===== src/rtl/instr_fetch_sequencer_if.sv =====
// Memory read port and decoder valid/ready bundle for instr_fetch_sequencer.
interface instr_fetch_sequencer_if #(
   parameter int BYTE       = 8,
   parameter int OPERANDS   = 1,
   parameter int ADDR_WIDTH = 8
);
   logic                         mem_rd;
   logic [ADDR_WIDTH-1:0]        mem_addr;
   logic [BYTE-1:0]              mem_data;
   logic                         start_for_decoder;
   logic                         ready_from_decoder;
   logic [BYTE*(OPERANDS+1)-1:0] data_for_decoder;

   modport master (
      output mem_rd,
      output mem_addr,
      input  mem_data,
      output start_for_decoder,
      input  ready_from_decoder,
      output data_for_decoder
   );

   modport slave (
      input  mem_rd,
      input  mem_addr,
      output mem_data,
      input  start_for_decoder,
      output ready_from_decoder,
      input  data_for_decoder
   );
endinterface


===== src/rtl/instr_fetch_sequencer.sv =====
// Fetches opcode + OPERANDS bytes and hands the packed word to the decoder.
// Define FETCH_HALT_OPCODE_EN to make HALT_CODE stop fetching.
module instr_fetch_sequencer #(
   parameter int              BYTE       = 8,
   parameter int              OPERANDS   = 1,
   parameter int              ADDR_WIDTH = 8,
   parameter logic [BYTE-1:0] HALT_CODE  = BYTE'(8'hFF)
) (
   input  logic                   clk,
   input  logic                   reset,
   instr_fetch_sequencer_if.master bus,
   output logic                   halted,
   output logic [15:0]            instr_count
);
   localparam int W  = BYTE * (OPERANDS + 1);
   localparam int BW = 2;

   typedef enum logic [1:0] {
      ISSUE,
      CAPTURE,
      SEND,
      HALT
   } state_t;

   state_t                state_q, state_d;
   logic [ADDR_WIDTH-1:0] ptr_q, ptr_d;
   logic [BW-1:0]         b_q, b_d;
   logic [W-1:0]          buf_q, buf_d;
   logic [W-1:0]          data_q, data_d;
   logic                  start_q, start_d;
   logic [15:0]           cnt_q, cnt_d;
   logic                  halt_hit;

`ifdef FETCH_HALT_OPCODE_EN
   assign halt_hit = (b_q == '0) && (bus.mem_data == HALT_CODE);
   assign halted   = (state_q == HALT);
`else
   logic unused_halt_code;
   assign unused_halt_code = ^HALT_CODE;
   assign halt_hit         = 1'b0;
   assign halted           = 1'b0;
`endif

   always_comb begin
      state_d = state_q;
      ptr_d   = ptr_q;
      b_d     = b_q;
      buf_d   = buf_q;
      data_d  = data_q;
      cnt_d   = cnt_q;
      unique case (state_q)
         ISSUE: state_d = CAPTURE;
         CAPTURE: begin
            // opcode lands in the top slot, operands fill downwards
            for (int k = 0; k <= OPERANDS; k++) begin
               if (b_q == BW'(k)) begin
                  buf_d[(OPERANDS-k)*BYTE +: BYTE] = bus.mem_data;
               end
            end
            ptr_d = ptr_q + ADDR_WIDTH'(1);
            if (halt_hit) begin
               state_d = HALT;
            end else if (b_q < BW'(OPERANDS)) begin
               b_d     = b_q + BW'(1);
               state_d = ISSUE;
            end else begin
               data_d  = buf_d;
               state_d = SEND;
            end
         end
         SEND: begin
            if (bus.ready_from_decoder) begin
               cnt_d   = cnt_q + 16'd1;
               b_d     = '0;
               state_d = ISSUE;
            end
         end
         HALT: state_d = HALT;
      endcase
      start_d = (state_d == SEND);
   end

   always_ff @(posedge clk) begin
      if (reset) begin
         state_q <= ISSUE;
         ptr_q   <= '0;
         b_q     <= '0;
         buf_q   <= '0;
         data_q  <= '0;
         start_q <= 1'b0;
         cnt_q   <= '0;
      end else begin
         state_q <= state_d;
         ptr_q   <= ptr_d;
         b_q     <= b_d;
         buf_q   <= buf_d;
         data_q  <= data_d;
         start_q <= start_d;
         cnt_q   <= cnt_d;
      end
   end

   // masked by reset so the strobe stays low for as long as reset is held
   assign bus.mem_rd            = (state_q == ISSUE) && !reset;
   assign bus.mem_addr          = ptr_q;
   assign bus.start_for_decoder = start_q;
   assign bus.data_for_decoder  = data_q;
   assign instr_count           = cnt_q;
endmodule

===== src/flat_wrapper.sv =====
// flat-port wrapper written by rule: the top's interface ports become plain ports
module instr_fetch_sequencer_flat 
#(
   parameter int              BYTE       = 8,
   parameter int              OPERANDS   = 1,
   parameter int              ADDR_WIDTH = 8,
   parameter logic [BYTE-1:0] HALT_CODE  = BYTE'(8'hFF)
)
  (clk, reset, halted, instr_count, bus_mem_rd, bus_mem_addr, bus_mem_data, bus_start_for_decoder, bus_ready_from_decoder, bus_data_for_decoder);
  instr_fetch_sequencer_if #(.BYTE(BYTE), .OPERANDS(OPERANDS), .ADDR_WIDTH(ADDR_WIDTH)) bus_i ();
  input  logic clk;
  input  logic reset;
  output logic halted;
  output logic [15:0] instr_count;
  output wire logic [$bits(bus_i.mem_rd)-1:0] bus_mem_rd;
  output wire logic [$bits(bus_i.mem_addr)-1:0] bus_mem_addr;
  input wire logic [$bits(bus_i.mem_data)-1:0] bus_mem_data;
  output wire logic [$bits(bus_i.start_for_decoder)-1:0] bus_start_for_decoder;
  input wire logic [$bits(bus_i.ready_from_decoder)-1:0] bus_ready_from_decoder;
  output wire logic [$bits(bus_i.data_for_decoder)-1:0] bus_data_for_decoder;
  assign bus_mem_rd = bus_i.mem_rd;
  assign bus_mem_addr = bus_i.mem_addr;
  assign bus_i.mem_data = bus_mem_data;
  assign bus_start_for_decoder = bus_i.start_for_decoder;
  assign bus_i.ready_from_decoder = bus_ready_from_decoder;
  assign bus_data_for_decoder = bus_i.data_for_decoder;
  instr_fetch_sequencer #(.BYTE(BYTE), .OPERANDS(OPERANDS), .ADDR_WIDTH(ADDR_WIDTH), .HALT_CODE(HALT_CODE)) u_core (.clk(clk), .reset(reset), .bus(bus_i), .halted(halted), .instr_count(instr_count));
endmodule

===== config.mk =====
export PLATFORM = sky130hd
export DESIGN_NAME = instr_fetch_sequencer_flat
export DESIGN_NICKNAME = d
export VERILOG_FILES = /design/src/rtl/instr_fetch_sequencer_if.sv /design/src/rtl/instr_fetch_sequencer.sv /design/src/flat_wrapper.sv
export SDC_FILE = /design/constraint.sdc
export NUM_CORES = 1
export LEC_CHECK = 0
export ABC_AREA = 1
export BUFFER_PORTS_ARGS = -buffer_cell sky130_fd_sc_hd__clkbuf_2
export CAP_MARGIN = 20
export CORE_MARGIN = 3
export CORE_UTILIZATION = 50
export CTS_CLUSTER_DIAMETER = 120
export CTS_CLUSTER_SIZE = 30
export DETAILED_ROUTE_END_ITERATION = 10
export PLACE_DENSITY = 0.73
export RECOVER_POWER = 50
export SLEW_MARGIN = 10
export SYNTH_ARGS = -nofsm -noshare
export SYNTH_HDL_FRONTEND = slang
export SYNTH_SLANG_ARGS = --single-unit

===== constraint.sdc =====
create_clock -name clk -period 2.26 [get_ports clk]
set_clock_uncertainty 0.15 [all_clocks]
set_input_delay 0.113 -clock clk [delete_from_list [all_inputs] [get_ports clk]]
set_output_delay 0.113 -clock clk [all_outputs]
set_load 0.02 [all_outputs]

==> results.md, run 1 <==
Synth:
- Counting flops and latches in the post-synthesis netlist gives 61.
- The number of instances in the synthesized netlist is 377.
- In this run the cell area of the synthesized design comes to 2758 um2.
- After synthesis, flip-flops and latches occupy between 40% and 50% of the total area.
- The Yosys step of the flow raised 0 warnings.
- The synthesized net count is 397.
- A synthesized cell averages 7.315 um2.
- The distinct cell type count after synthesis is 30.

Routing:
- The final routed wirelength across all metal layers is 5.914 mm.
- The number of detailed-routing iterations run before antenna repair is 5.
- Across all layers, the routed design uses 2,489 vias.
- After detailed routing, the average wire length per cell comes to between 10 and 15 um.
- After the first detailed-routing iteration, the DRC count stood at 130.
- The via density per instance is roughly 4.9.
- After detailed routing, the number of remaining DRC violations is 0.
- The remaining antenna violation count after routing is 0.

Placed design:
- The congestion estimate from routability-driven global placement came to 0.7630.
- At the placement stage, the worst setup path has a slack of 0.3937 ns.
- The placed wire-length estimate after detailed placement is between 4 and 5 mm.
- The number of buffer cells added on primary ports is 52.

Clocking:
- After clock tree synthesis, the repair step resized 0 gates.
- Clock tree synthesis inserted a total of 9 buffers.
- The hold buffer count at cts is 8.
- The total clock sinks is 61.
- The setup fix buffers added after clock tree synthesis is 0.
- TritonCTS built the clock tree.
- The cell sitting at the root of the clock tree is a sky130_fd_sc_hd__clkbuf_8.
- CTS built an H-tree with a depth of 3.
- The post-CTS clock slew at the launch and capture registers of the worst setup and hold paths is roughly 0.070 ns.
- The clock latency of the later-clocked register in the worst-skew pair is 0.33 ns.
- The maximum clock path buffer count is 2.

Power:
- Of the total power, registers draw between 50% and 60%.
- The net switching power of the design is 0.6483 mW.
- The share of power burned in combinational logic is ~13%.
- The internal power of the cells totals 1.680 mW.
- The static leakage is 1.449 nW.
- The total design power is 2.328 mW.
- In this run the power density over the cells is ~720 nW/um2.
- The worst-case IR drop observed on VDD is 0.0004493 V.
- The clock network burns approximately 37% of the power.
- Net switching is 27.84% of the power.

Critical path:
- Of all nets on the critical path, the largest fanout is 18.
- The startpoint type of the worst setup path is a flop.
- The required time at the worst-slack endpoint is ~2.3 ns.
- On the critical path, the stage with the largest delay is an instance of sky130_fd_sc_hd__ha_1.
- The number of buffer and inverter stages on the critical path is 3.
- The category of cells accounting for the largest share of critical-path delay is buffers and inverters.
- Walking the worst path, the cells encountered are inv_1 > ha_1 > inv_4 > nor2_8 > inv_2 > nor2_1 > nor2_1.
- For this run, the slowest stage of the critical path takes roughly 0.37 ns.
- The classification of the worst setup path is reg -> reg.
- The category of the worst setup path capture point is a flop.
- The most critical setup path has its startpoint at u_core.state_q[1].
- The worst flop-to-flop path startpoint is u_core.state_q[1].
- The worst path arrival time is 1.98 ns.
- The cell that appears most often on the critical path is sky130_fd_sc_hd__nor2_1.

Timing:
- Of the available clock period, the critical path in the final layout requires 84.19%.
- At the pin with the least slew margin, the transition time is roughly 0.52 ns.
- The final hold violation count is 0.
- Setup repair after global routing left no endpoint under its margin.
- Subtracting the final worst setup slack from the clock period gives 1.903 ns.
- The max-slew violation count is 0.
- The setup-violating endpoint count in the final report is 0.
- The maximum operating frequency is 525.6 MHz.
- The setup TNS is 0 ns.
- The tightest slew margin relative to the limit is between 60% and 70%.
- The smallest setup slack after layout is around 0.36 ns.

Floorplanning:
- From left edge to right edge, the die measures 80.27 um.
- The chip height is 80.27 um.
- The area of the core is 5205 um2.
- 54 I/O pins were placed.
- The area of the die is 6442 um2.
- The effective utilization at floorplan is 52.98%.
- Row generation in the floorplan step produced 26 rows.

Global route:
- The total congestion overflow is 0.
- The number of global-route vias before repair came to 2,287.
- The maximum number of pins on one net before global-route repair is roughly 40.
- The all-layer global routing usage is 19.97%.
- The wire length of the first global-routing pass is 10.07 mm.
- The number of antenna violations at the first check in global routing is 0.

Min path:
- The worst min-delay path class is in -> reg.
- The worst hold path begins at bus_ready_from_decoder.

Cells and area:
- The total area of sequential cells is approximately 1200 um2.
- Counting the fill cells in the layout gives 520.
- The count of antenna diodes in the layout is 0.
- In the final layout, the multi-input gates occupy 1269 um2.
- The net total in the final layout is 456.
- The relative area change from synthesis to final layout is 16.88%.
- For this run, the share of the core covered by cells in the final layout is between 60 and 70%.
- The ratio of cells with drive above 1 in the final layout is 10.00%.

Status:
- The flow ran to the end, and the final reports show no timing, DRC or antenna violations.

Run:
- The reported max-cap violation count is 0.
-- Yosys cell counts --
cell | number | share of area (%)
sky130_fd_sc_hd__nor2_1 | 89 | 12
sky130_fd_sc_hd__dfxtp_1 | 61 | 44
sky130_fd_sc_hd__nand2_1 | 54 | 7.4
sky130_fd_sc_hd__o21ai_0 | 50 | 9.1
sky130_fd_sc_hd__inv_1 | 43 | 5.9
sky130_fd_sc_hd__a21oi_1 | 20 | 3.6
sky130_fd_sc_hd__ha_1 | 9 | 4.1
sky130_fd_sc_hd__buf_2 | 8 | 1.5
sky130_fd_sc_hd__nand3_1 | 8 | 1.5
sky130_fd_sc_hd__nor2_2 | 4 | 0.91
sky130_fd_sc_hd__buf_4 | 3 | 0.82
sky130_fd_sc_hd__nor2_4 | 3 | 1.2
sky130_fd_sc_hd__buf_6 | 2 | 0.82
sky130_fd_sc_hd__inv_2 | 2 | 0.27
sky130_fd_sc_hd__nand2_2 | 2 | 0.45
sky130_fd_sc_hd__nand2_4 | 2 | 0.82
sky130_fd_sc_hd__nor2_8 | 2 | 1.5
sky130_fd_sc_hd__o21ai_1 | 2 | 0.36
sky130_fd_sc_hd__o21bai_1 | 2 | 0.54
sky130_fd_sc_hd__and2_1 | 1 | 0.23
sky130_fd_sc_hd__and3_1 | 1 | 0.23
sky130_fd_sc_hd__conb_1 | 1 | 0.14
sky130_fd_sc_hd__inv_4 | 1 | 0.23
sky130_fd_sc_hd__nand3_2 | 1 | 0.36
sky130_fd_sc_hd__nand4_1 | 1 | 0.23
sky130_fd_sc_hd__nor3_1 | 1 | 0.18
sky130_fd_sc_hd__nor3b_2 | 1 | 0.45
sky130_fd_sc_hd__o21a_1 | 1 | 0.27
sky130_fd_sc_hd__o21bai_2 | 1 | 0.41
sky130_fd_sc_hd__xor2_1 | 1 | 0.32
-- state kept, by name, summed over array words and instances, names as in the netlist --
name / cells
u_core.b_q: 2
u_core.bus.start_for_decoder: 1
u_core.bus.mem_addr: 8
u_core.bus.data_for_decoder: 16
u_core.instr_count: 16
u_core.buf_q: 16
u_core.state_q: 2
-- metrics by stage --
stage | cells | hold WS [ns] | cell area (um2)
4_1_cts | 510 | 0.02870 | 3283
5_1_grt | 510 | 0.1196 | 3223
3_3_place_gp | 487 | 0.2182 | 3028
2_1_floorplan | 377 | 0.09790 | 2758
3_5_place_dp | 487 | 0.2158 | 3028
6_report | 510 | 0.08369 | 3223
-- worst paths after layout --
check / endpoint / slack, ns / cells past startpoint
setup reg to reg: u_core.bus.data_for_decoder[0] / 0.36 / 7
setup / recovery: u_core.bus.data_for_decoder[0] / 0.36 / 7
hold / removal: u_core.state_q[1] / 0.08 / 6
hold reg to reg: u_core.b_q[1] / 0.33 / 2
-- layout make-up --
| type | count | share of cell area, % |
|---|---|---|
| tap | 70 | 2.717 |
| clock buffer | 11 | 4.697 |
| clock inverter | 4 | 0.7376 |
| timing repair buffer | 61 | 9.161 |
| inverter | 46 | 5.435 |
| sequential | 61 | 37.89 |
| multi-input combinational | 257 | 39.36 |
-- worst register-to-register path, delay by kind of cell, from the launching register on --
| family | cells | cell delay [ns] |
|---|---|---|
| flops | 1 | 0.33 |
| simple gates | 3 | 0.48 |
| buf+inv | 3 | 0.47 |
| fa+ha+maj | 1 | 0.37 |
-- logic make-up (layout without fill, tap and decap cells) --
kind of cell	count (synthesis)	count (layout)	synth area share, %
buf+inv	59	122	9.437
other cells	1	1	0.1360
compound gates	76	76	14.29
xor+xnor	1	1	0.3177
fa+ha+maj	9	9	4.084
flops	61	61	44.28
simple gates	170	170	27.45
-- routing by layer --
metal / GRT usage, % / part of all wire (%) / vias up
met5: 0 / 0 / -
li1: - / - / 1302
met4: 8.446 / 2.5 / 0
met2: 32.70 / 46 / 57
met1: 24.31 / 45 / 1118
met3: 5.830 / 6.2 / 12
-- cells in the final DEF (no fill, tap or decap), types with 3 or more instances in the layout --
| cell | instances |
|---|---|
| sky130_fd_sc_hd__nor2_1 | 89 |
| sky130_fd_sc_hd__dfxtp_1 | 61 |
| sky130_fd_sc_hd__nand2_1 | 55 |
| sky130_fd_sc_hd__o21ai_0 | 50 |
| sky130_fd_sc_hd__inv_1 | 43 |
| sky130_fd_sc_hd__clkbuf_1 | 42 |
| sky130_fd_sc_hd__a21oi_1 | 20 |
| sky130_fd_sc_hd__clkbuf_8 | 11 |
| sky130_fd_sc_hd__clkbuf_2 | 10 |
| sky130_fd_sc_hd__ha_1 | 9 |
| sky130_fd_sc_hd__nand3_1 | 8 |
| sky130_fd_sc_hd__dlygate4sd3_1 | 8 |
| sky130_fd_sc_hd__nor2_2 | 4 |
| sky130_fd_sc_hd__nor2_4 | 3 |
| sky130_fd_sc_hd__clkinv_2 | 3 |
-- power by group through the flow --
stage,clock network (mW),registers [mW],logic [mW]
5_1_grt,0.940,1.18,0.337
3_5_place_dp,0,1.19,0.291
2_1_floorplan,0,1.22,0.190
3_3_place_gp,0,1.19,0.284
4_1_cts,0.885,1.17,0.303
6_report,0.860,1.17,0.297
No activity file was read; power rests on OpenSTA's default activity.
==> run 2, diff against run 1 <==
--- a/config.mk
+++ b/config.mk
@@ -9,11 +9,11 @@
 export BUFFER_PORTS_ARGS = -buffer_cell sky130_fd_sc_hd__clkbuf_2
 export CAP_MARGIN = 20
 export CORE_MARGIN = 3
-export CORE_UTILIZATION = 50
+export CORE_UTILIZATION = 49
 export CTS_CLUSTER_DIAMETER = 120
 export CTS_CLUSTER_SIZE = 30
 export DETAILED_ROUTE_END_ITERATION = 10
-export PLACE_DENSITY = 0.73
+export PLACE_DENSITY = 0.75
 export RECOVER_POWER = 50
 export SLEW_MARGIN = 10
 export SYNTH_ARGS = -nofsm -noshare
==> constraint.sdc (replaced) <==
create_clock -name clk -period 1.7 [get_ports clk]
set_clock_uncertainty 0.15 [all_clocks]
set_input_delay 0.085 -clock clk [delete_from_list [all_inputs] [get_ports clk]]
set_output_delay 0.085 -clock clk [all_outputs]
set_load 0.02 [all_outputs]
==> run 2 against run 1 <==
  * Combinational power increased by 43%
  * Wire length increased by 6.2%
  * Cell count increased by 1.6%
  * Global-route usage increased by 0.68 points
  * Sequential share of layout area decreased by 2.0 points
  * Critical endpoint is now bus_mem_rd
==> results.md, run 2 (same netlist as run 1, synthesis figures left out) <==
Global route:
- The total congestion overflow is 0.
- Across every metal layer, demand over resource in global routing totals 20.65%.
- The wire length of the first global-routing pass is 10.50 mm.
- The number of global-route vias before repair is 2,271.
- The number of antenna violations at the first check in global routing came to 0.
- Entering global routing, the biggest net connects 35 pins.

Routing:
- The first-iteration detailed-routing DRC count is 219.
- The average wire per cell in the routed design is 12.13 um.
- The DRC violation count after routing is 0.
- The detail route stage leaves a number of antenna-violating nets equal to 0.
- The final layout contains routed wiring with a total length of between 6 and 7 mm.
- The via density per instance is 4.817.
- The number of vias in the routed layout is 2,495.
- The pre-antenna-repair detailed-routing pass consisted of 4 iterations.

Placed design:
- The number of buffer cells added on primary ports is 52.
- After legalization and detailed placement, the total HPWL measured 4.071 mm.
- The congestion estimate from routability-driven global placement came to 0.7797.
- OpenSTA, run right after detailed placement, puts the worst setup slack at 0.03021 ns.

Power:
- In this run the static leakage power is 1.521 nW.
- In this run the power spent charging and discharging nets is between 0.9 and 1 mW.
- The internal power is approximately 2.8 mW.
- The power share of the sequential group is 42.2%.
- The share of total power consumed by net switching is 24.83%.
- The portion of total power attributed to the clock network is 46.4%.
- The total design power is 3.699 mW.
- The power per unit of standard cell area is 1085 nW/um2.
- Combinational cells account for between 10 and 15% of the total power.
- The maximum vdd ir drop is about 0.00074 V.

Floorplanning:
- The die covers 6564 um2.
- Once the floorplan was initialized, standard cells occupied 52.33% of the core.
- The die is slightly above 80 um wide.
- The die is about 81 um tall.
- The area of the core is 5270 um2.
- Pin placement for this block handled 54 I/O pins.
- The number of placement rows is 26.

Critical path:
- The maximum net fanout on the critical path is 3.
- Data arrives at the worst endpoint at 1.38 ns.
- The classification of the worst setup path is reg -> out.
- STA puts the critical path data required time at 1.46 ns.
- The reg2reg setup slack is ~0.15 ns.
- The worst setup path is launched from a flop.
- STA classifies the critical path endpoint as an output port.

Min path:
- The tightest min-delay check is of the in -> reg type.

Timing:
- The max-slew violation count is 0.
- The final hold violation count is 0.
- Based on the critical path, the design can be clocked at up to 621.1 MHz.
- For the finished layout, the period the worst path requires is 1.610 ns.
- Setup repair after global routing left no endpoint under its margin.
- The final critical path takes up between 90% and 100% of the cycle.
- The setup TNS is 0 ns.
- Setup violations remaining at the end of the flow were counted as 0.
- The smallest setup slack after layout is between 0.08 and 0.09 ns.

Clocking:
- After clock tree synthesis, the clock-pin slew on the worst setup and hold paths is 0.07 ns.
- The clock tree synthesis step divided the H-tree into 3 levels.
- The tree is rooted in a sky130_fd_sc_hd__clkbuf_8.
- The maximum clock path buffer count is 2.
- The total clock buffers created by CTS is 9.
- The tree built by TritonCTS fans out to just over 60 sinks.
- The clock latency of the later-clocked register in the worst-skew pair is approximately 0.34 ns.
- The CTS tree is yes.

Cells and area:
- The top cell types in the final layout, fill and taps aside, are 89 x sky130_fd_sc_hd__nor2_1, 60 x sky130_fd_sc_hd__dfxtp_1, 54 x sky130_fd_sc_hd__nand2_1, 50 x sky130_fd_sc_hd__o21ai_0, 43 x sky130_fd_sc_hd__clkbuf_1.
- In the final design database the tool counted 463 nets.
- The ratio of cells with drive above 1 in the final layout is 12.50%.
- The repair_antennas step left the layout with diodes totalling 0.
- The relative area change from synthesis to final layout is 23.64%.
- The commonest non-fill, non-tap cell in the layout is sky130_fd_sc_hd__nor2_1.

Run:
- Across the run, the number of max-cap violations was 0.

Status:
- The flow ran to the end, and the final reports show no timing, DRC or antenna violations.
==> run 2: cell count changes in the layout (fill, tap and decap cells not counted), moves of 2 or more <==
cell	change
sky130_fd_sc_hd__clkbuf_8	-2
sky130_fd_sc_hd__ha_4	+2
sky130_fd_sc_hd__ha_1	-3
sky130_fd_sc_hd__buf_4	+3
sky130_fd_sc_hd__bufinv_16	+4
sky130_fd_sc_hd__clkinv_2	-3
sky130_fd_sc_hd__clkinvlp_4	+2
==> run 2: power by group through the flow <==
| stage | registers, mW | clock network [mW] | logic [mW] |
|---|---|---|---|
| after floorplan | 1.63 | 0 | 0.252 |
| after global placement | 1.58 | 0 | 0.397 |
| after detailed placement | 1.59 | 0 | 0.405 |
| after CTS | 1.56 | 1.73 | 0.426 |
| after global routing | 1.57 | 1.79 | 0.481 |
| final | 1.56 | 1.72 | 0.424 |
==> run 2: final timing paths <==
| check | to | startpoint | cells past startpoint |
|---|---|---|---|
| setup / recovery | bus_mem_rd | u_core.state_q[1] | 6 |
| hold / removal | u_core.state_q[0] | reset | 3 |
| setup reg to reg | u_core.instr_count[14] | u_core.state_q[0] | 9 |
| hold reg to reg | u_core.b_q[0] | u_core.b_q[0] | 1 |
==> run 2: what timing repair did <==
| item | 4_1_cts | 5_1_grt |
|---|---|---|
| hold buffers | 9 | 0 |
| endpoints found under the setup margin | 0 | 47 |
| gates resized for setup | 0 | 8 |
| hold endpoints to repair | 15 | 0 |
| buffers inserted | 0 | 1 |
==> run 2: layer usage <==
metal	global-route usage (%)	wire length (um)	up-vias
li1	-	-	1319
met1	27.30	2995	1117
met2	31.36	2896	46
met3	4.213	239	13
met4	11.49	151	0
met5	0	0	-
==> run 2: layout make-up <==
| cell class | count | area, um2 |
|---|---|---|
| Fill cell | 500 | 1861 |
| Multi-Input combinational cell | 257 | 1304 |
| Sequential cell | 61 | 1222 |
| Timing Repair Buffer | 68 | 357.8 |
| Inverter | 46 | 175.2 |
| Clock inverter | 6 | 135.1 |
| Clock buffer | 10 | 127.6 |
| Tap cell | 70 | 87.58 |
==> run 2: through the flow <==
stage	cell area (um2)	hold WS, ns	cells	utilization [%]
2_1_floorplan	2758	0.06990	377	-
3_3_place_gp	3078	0.1902	492	58.40
3_5_place_dp	3078	0.1930	492	58.40
4_1_cts	3431	0.01709	517	65.10
5_1_grt	3410	0.05218	518	64.70
6_report	3410	0.03328	518	64.70
==> run 2: critical path: stages, from the launching register on <==
cell,delay [ns]
sky130_fd_sc_hd__dfxtp_2,0.35
sky130_fd_sc_hd__inv_1,0.10
sky130_fd_sc_hd__buf_4,0.14
sky130_fd_sc_hd__ha_1,0.13
sky130_fd_sc_hd__inv_1,0.04
sky130_fd_sc_hd__nor2_1,0.10
sky130_fd_sc_hd__buf_2,0.18
==> run 3, diff against run 2 <==
--- a/config.mk
+++ b/config.mk
@@ -5,7 +5,6 @@
 export SDC_FILE = /design/constraint.sdc
 export NUM_CORES = 1
 export LEC_CHECK = 0
-export ABC_AREA = 1
 export BUFFER_PORTS_ARGS = -buffer_cell sky130_fd_sc_hd__clkbuf_2
 export CAP_MARGIN = 20
 export CORE_MARGIN = 3
@@ -13,8 +12,9 @@
 export CTS_CLUSTER_DIAMETER = 120
 export CTS_CLUSTER_SIZE = 30
 export DETAILED_ROUTE_END_ITERATION = 10
-export PLACE_DENSITY = 0.75
+export PLACE_DENSITY = 0.76
 export RECOVER_POWER = 50
+export REMOVE_ABC_BUFFERS = 1
 export SLEW_MARGIN = 10
 export SYNTH_ARGS = -nofsm -noshare
 export SYNTH_HDL_FRONTEND = slang
==> run 3 against run 2 <==
  * Via count fell by 3.5%
  * Maximum frequency fell by 4.7%
  * Clock-buffer cell count rose by 1
  * First-iteration DRC count fell by 19%
  * Sequential power fell by 3%
  * Synthesized cell count fell by 20%
  * Cell area rose by 4.7%
  * Flip-flop and latch count did not move
  * Power fell by 15%
==> results.md, run 3 <==
Cells and area:
- In the layout the commonest cells are 52 x sky130_fd_sc_hd__dfxtp_1, 42 x sky130_fd_sc_hd__clkbuf_1, 40 x sky130_fd_sc_hd__nand2_1, 31 x sky130_fd_sc_hd__nor2_1.
- The cell area after layout is 3568 um2.
- The net total in the final layout is 409.
- The finished layout holds 461 standard cells, fillers aside.
- Leaving out fill and tap cells, the most frequent cell in the layout is sky130_fd_sc_hd__dfxtp_1.
- The relative area change from synthesis to final layout is 37.51%.
- The count of antenna diodes in the layout is 0.
- The ratio of cells with drive above 1 in the final layout is 25.63%.

Routing:
- After detailed routing, the average wire length per cell comes to 13.89 um.
- Once detail routing completed, the nets flagged for antenna violations numbered 0.
- For this block, the routed nets add up to about 6.4 mm of wire.
- In the routed design, unresolved DRC markers number 0.
- The first detailed-routing pass took 4 iterations.
- The via density per instance is about 5.2.
- The first-iteration detailed-routing DRC count is about 180.
- The number of vias in the routed layout is roughly 2,400.

Floorplanning:
- From left edge to right edge, the die measures just under 80 um.
- For this configuration, the core starts out at a cell density of 52.84%.
- In this run the standard cell core region covers 4911 um2.
- The floorplan step defined a die boundary enclosing 6205 um2.
- 54 I/O pins were placed.
- In this run the core area contains 25 standard-cell rows.
- The chip height is 78.77 um.

Critical path:
- The worst setup path is of the reg -> reg kind.
- In this run the worst setup path begins at u_core.instr_count[8].
- The maximum net fanout on the critical path is 3.
- The startpoint identified for the worst register-to-register timing path is u_core.instr_count[8].
- STA puts the critical path data required time at about 1.8 ns.
- The worst setup path is launched from a flop.
- For the worst setup path, the data arrival time is 1.82 ns.
- The category of the worst setup path capture point is a flop.

Synth:
- The distinct cell type count after synthesis is 38.
- In the post-synthesis netlist, the biggest area contributors are sky130_fd_sc_hd__dfxtp_1 47%, sky130_fd_sc_hd__nand2_1 6.2%, sky130_fd_sc_hd__a21oi_1 6.0%.
- Synthesis produced 302 cells.
- Of all cell types, the one taking the most synthesized area is sky130_fd_sc_hd__dfxtp_1.
- The Yosys step of the flow raised 0 warnings.
- The most frequent cell after synthesis is sky130_fd_sc_hd__dfxtp_1.
- The cell area after technology mapping is 2595 um2.
- The share of flip-flops with an asynchronous set or reset is 0%.
- The synthesized design contains 0 enable-type register cells.
- Sequential elements use 47.06% of the synthesized area.
- The post-synthesis area per instance is 8.593 um2.
- The most used flip-flop cell after synthesis is sky130_fd_sc_hd__dfxtp_1.
- The register bit total from synthesis is 61.
- The commonest cells after synthesis are 61 x sky130_fd_sc_hd__dfxtp_1, 43 x sky130_fd_sc_hd__nand2_1, 31 x sky130_fd_sc_hd__a21oi_1, 31 x sky130_fd_sc_hd__nor2_1, 18 x sky130_fd_sc_hd__nand3_1.
- The area share of the largest cell type after synthesis is between 40 and 50%.

Clocking:
- The total clock sinks is 61.
- CTS built an H-tree with a depth of 3.
- The cell sitting at the root of the clock tree is a sky130_fd_sc_hd__clkbuf_8.
- The post-CTS clock slew at the launch and capture registers of the worst setup and hold paths is 0.07 ns.
- Buffers inserted during clock tree synthesis total 9.
- The clock latency of the later-clocked register in the worst-skew pair is 0.34 ns.
- TritonCTS built the clock tree.
- In this run the deepest clock path goes through 2 buffers.

Min path:
- In this run the most critical hold path is launched from reset.
- The worst hold path belongs to the class in -> reg.

Run:
- Across the run, the number of max-cap violations was 0.

Placed design:
- The weighted congestion at the end of routability-driven global placement is around 0.8.
- The placed wire-length estimate after detailed placement is 3.867 mm.
- The count of buffers added on input and output ports is between 50 and 60.
- The instance count after placement with tap cells included is 429.
- Once placement finished, the instance area stood at 3079 um2.

Timing:
- The final cycle utilization of the critical path is 99.43%.
- Setup repair after global routing could not meet its margin everywhere.
- At the pin with the least slew margin, the transition time is between 0.6 and 0.7 ns.
- Setup violations remaining at the end of the flow were counted as 0.
- The max-slew violation count is 0.
- The worst path in the final design needs a cycle of 1.690 ns, including I/O delays and setup.
- The final hold violation count is 0.
- The maximum operating frequency is around 590 MHz.
- The worst pin sits at a relative slew slack of 59.75%.

Power:
- VDD sags by at most 0.0005688 V.
- The power per unit of standard cell area is 883.0 nW/um2.
- The analysis attributes to cell leakage a power of 1.307 nW.

Global route:
- The number of antenna violations at the first check in global routing is 0.
- The total overflow left after global routing is 0.
- Entering global routing, the biggest net connects 38 pins.
- The number of global-route vias before repair is 2,284.
- The first global-routing pass estimated ~10 mm of wire.
- In the global route stage, overall resource usage came out at 21.04%.

Status:
- The run finished with clean final reports.
[run 3: cell types whose count changed in the layout (fill, tap and decap cells not counted), sizes merged, moves of 5 or more]
cell	delta
nor2	-67
a211oi	+8
inv	-37
o21ai	-46
nand4	+6
buf	+30
or3	+5
a21oi	+11
xnor2	+10
mux2i	+10
nand2	-15
nand3	+11
[run 3: where the power goes]
group,total (mW),internal [mW],switching [mW]
sequential,1.51,1.48,0.0295
combinational,0.380,0.154,0.227
clock,1.26,0.707,0.558
[run 3: worst paths after layout]
kind / to / slack, ns / cells after the start
hold / removal: u_core.bus.data_for_decoder[2] / 0.18 / 2
hold reg to reg: u_core.bus.data_for_decoder[14] / 0.30 / 2
setup / recovery: u_core.instr_count[13] / 0.01 / 5
setup reg to reg: u_core.instr_count[13] / 0.01 / 5
[run 3: kinds of logic (layout without fill, tap and decap cells)]
group / after synthesis / count (layout) / synth area share (%)
other: 1 / 1 / 0.1445
flip-flops: 61 / 61 / 47.06
adder cells (fa/ha/maj): 9 / 9 / 4.340
XOR/XNOR: 15 / 15 / 5.062
AO/OA/AOI/OAI: 48 / 48 / 10.42
multiplexers: 12 / 12 / 4.725
AND/OR/NAND/NOR: 127 / 127 / 23.77
buffers and inverters: 29 / 121 / 4.484
[run 3: layer usage]
| metal | routed length (um) | part of all wire, % | track usage (%) |
|---|---|---|---|
| met2 | 3123 | 49 | 35.99 |
| met5 | 0 | 0 | 0 |
| met4 | 135 | 2.1 | 8.741 |
| met3 | 269 | 4.2 | 4.989 |
| met1 | 2876 | 45 | 25.25 |
[run 3: layout make-up]
cell class | instances | area, um2
inverters | 9 | 33.78
well taps | 67 | 83.83
flip-flops and latches | 61 | 1237
repair buffers | 96 | 596.8
clock buffers | 11 | 141.4
clock inverters | 5 | 50.05
fillers | 407 | 1343
multi-input cells | 212 | 1425
[run 3: timing repair]
| action | 4_1_cts | 5_1_grt |
|---|---|---|
| endpoints found under the setup margin | 38 | 45 |
| endpoints found under the hold margin | 24 | 0 |
| resized for setup | 15 | 37 |
| gates cloned | 0 | 0 |
| hold buffers | 9 | 0 |
| setup buffers | 2 | 5 |
| pin swaps | 1 | 12 |
[run 3: through the flow]
| step | setup TNS, ns | total power, mW | hold WS [ns] | util [%] | setup WS [ns] |
|---|---|---|---|---|---|
| after CTS | -0.5488 | 3.142 | 0.1699 | 69.86 | -0.05159 |
| after global placement | -0.2229 | 1.862 | 0.2162 | 62.70 | -0.06461 |
| final | 0 | 3.151 | 0.1775 | 72.66 | 0.009680 |
| after detailed placement | -0.9070 | 1.870 | 0.2244 | 62.70 | -0.1617 |
| after global routing | -0.2756 | 3.290 | 0.2038 | 72.66 | -0.09729 |
| after floorplan | -15.56 | 1.730 | 0.001690 | - | -0.8575 |
[run 3: worst max-delay path, stage by stage (launching register included)]
cell and delay (ns):
sky130_fd_sc_hd__dfxtp_2 0.33, sky130_fd_sc_hd__and3_4 0.18, sky130_fd_sc_hd__nand4_1 0.24, sky130_fd_sc_hd__buf_4 0.25, sky130_fd_sc_hd__or3b_4 0.37, sky130_fd_sc_hd__a21oi_2 0.11
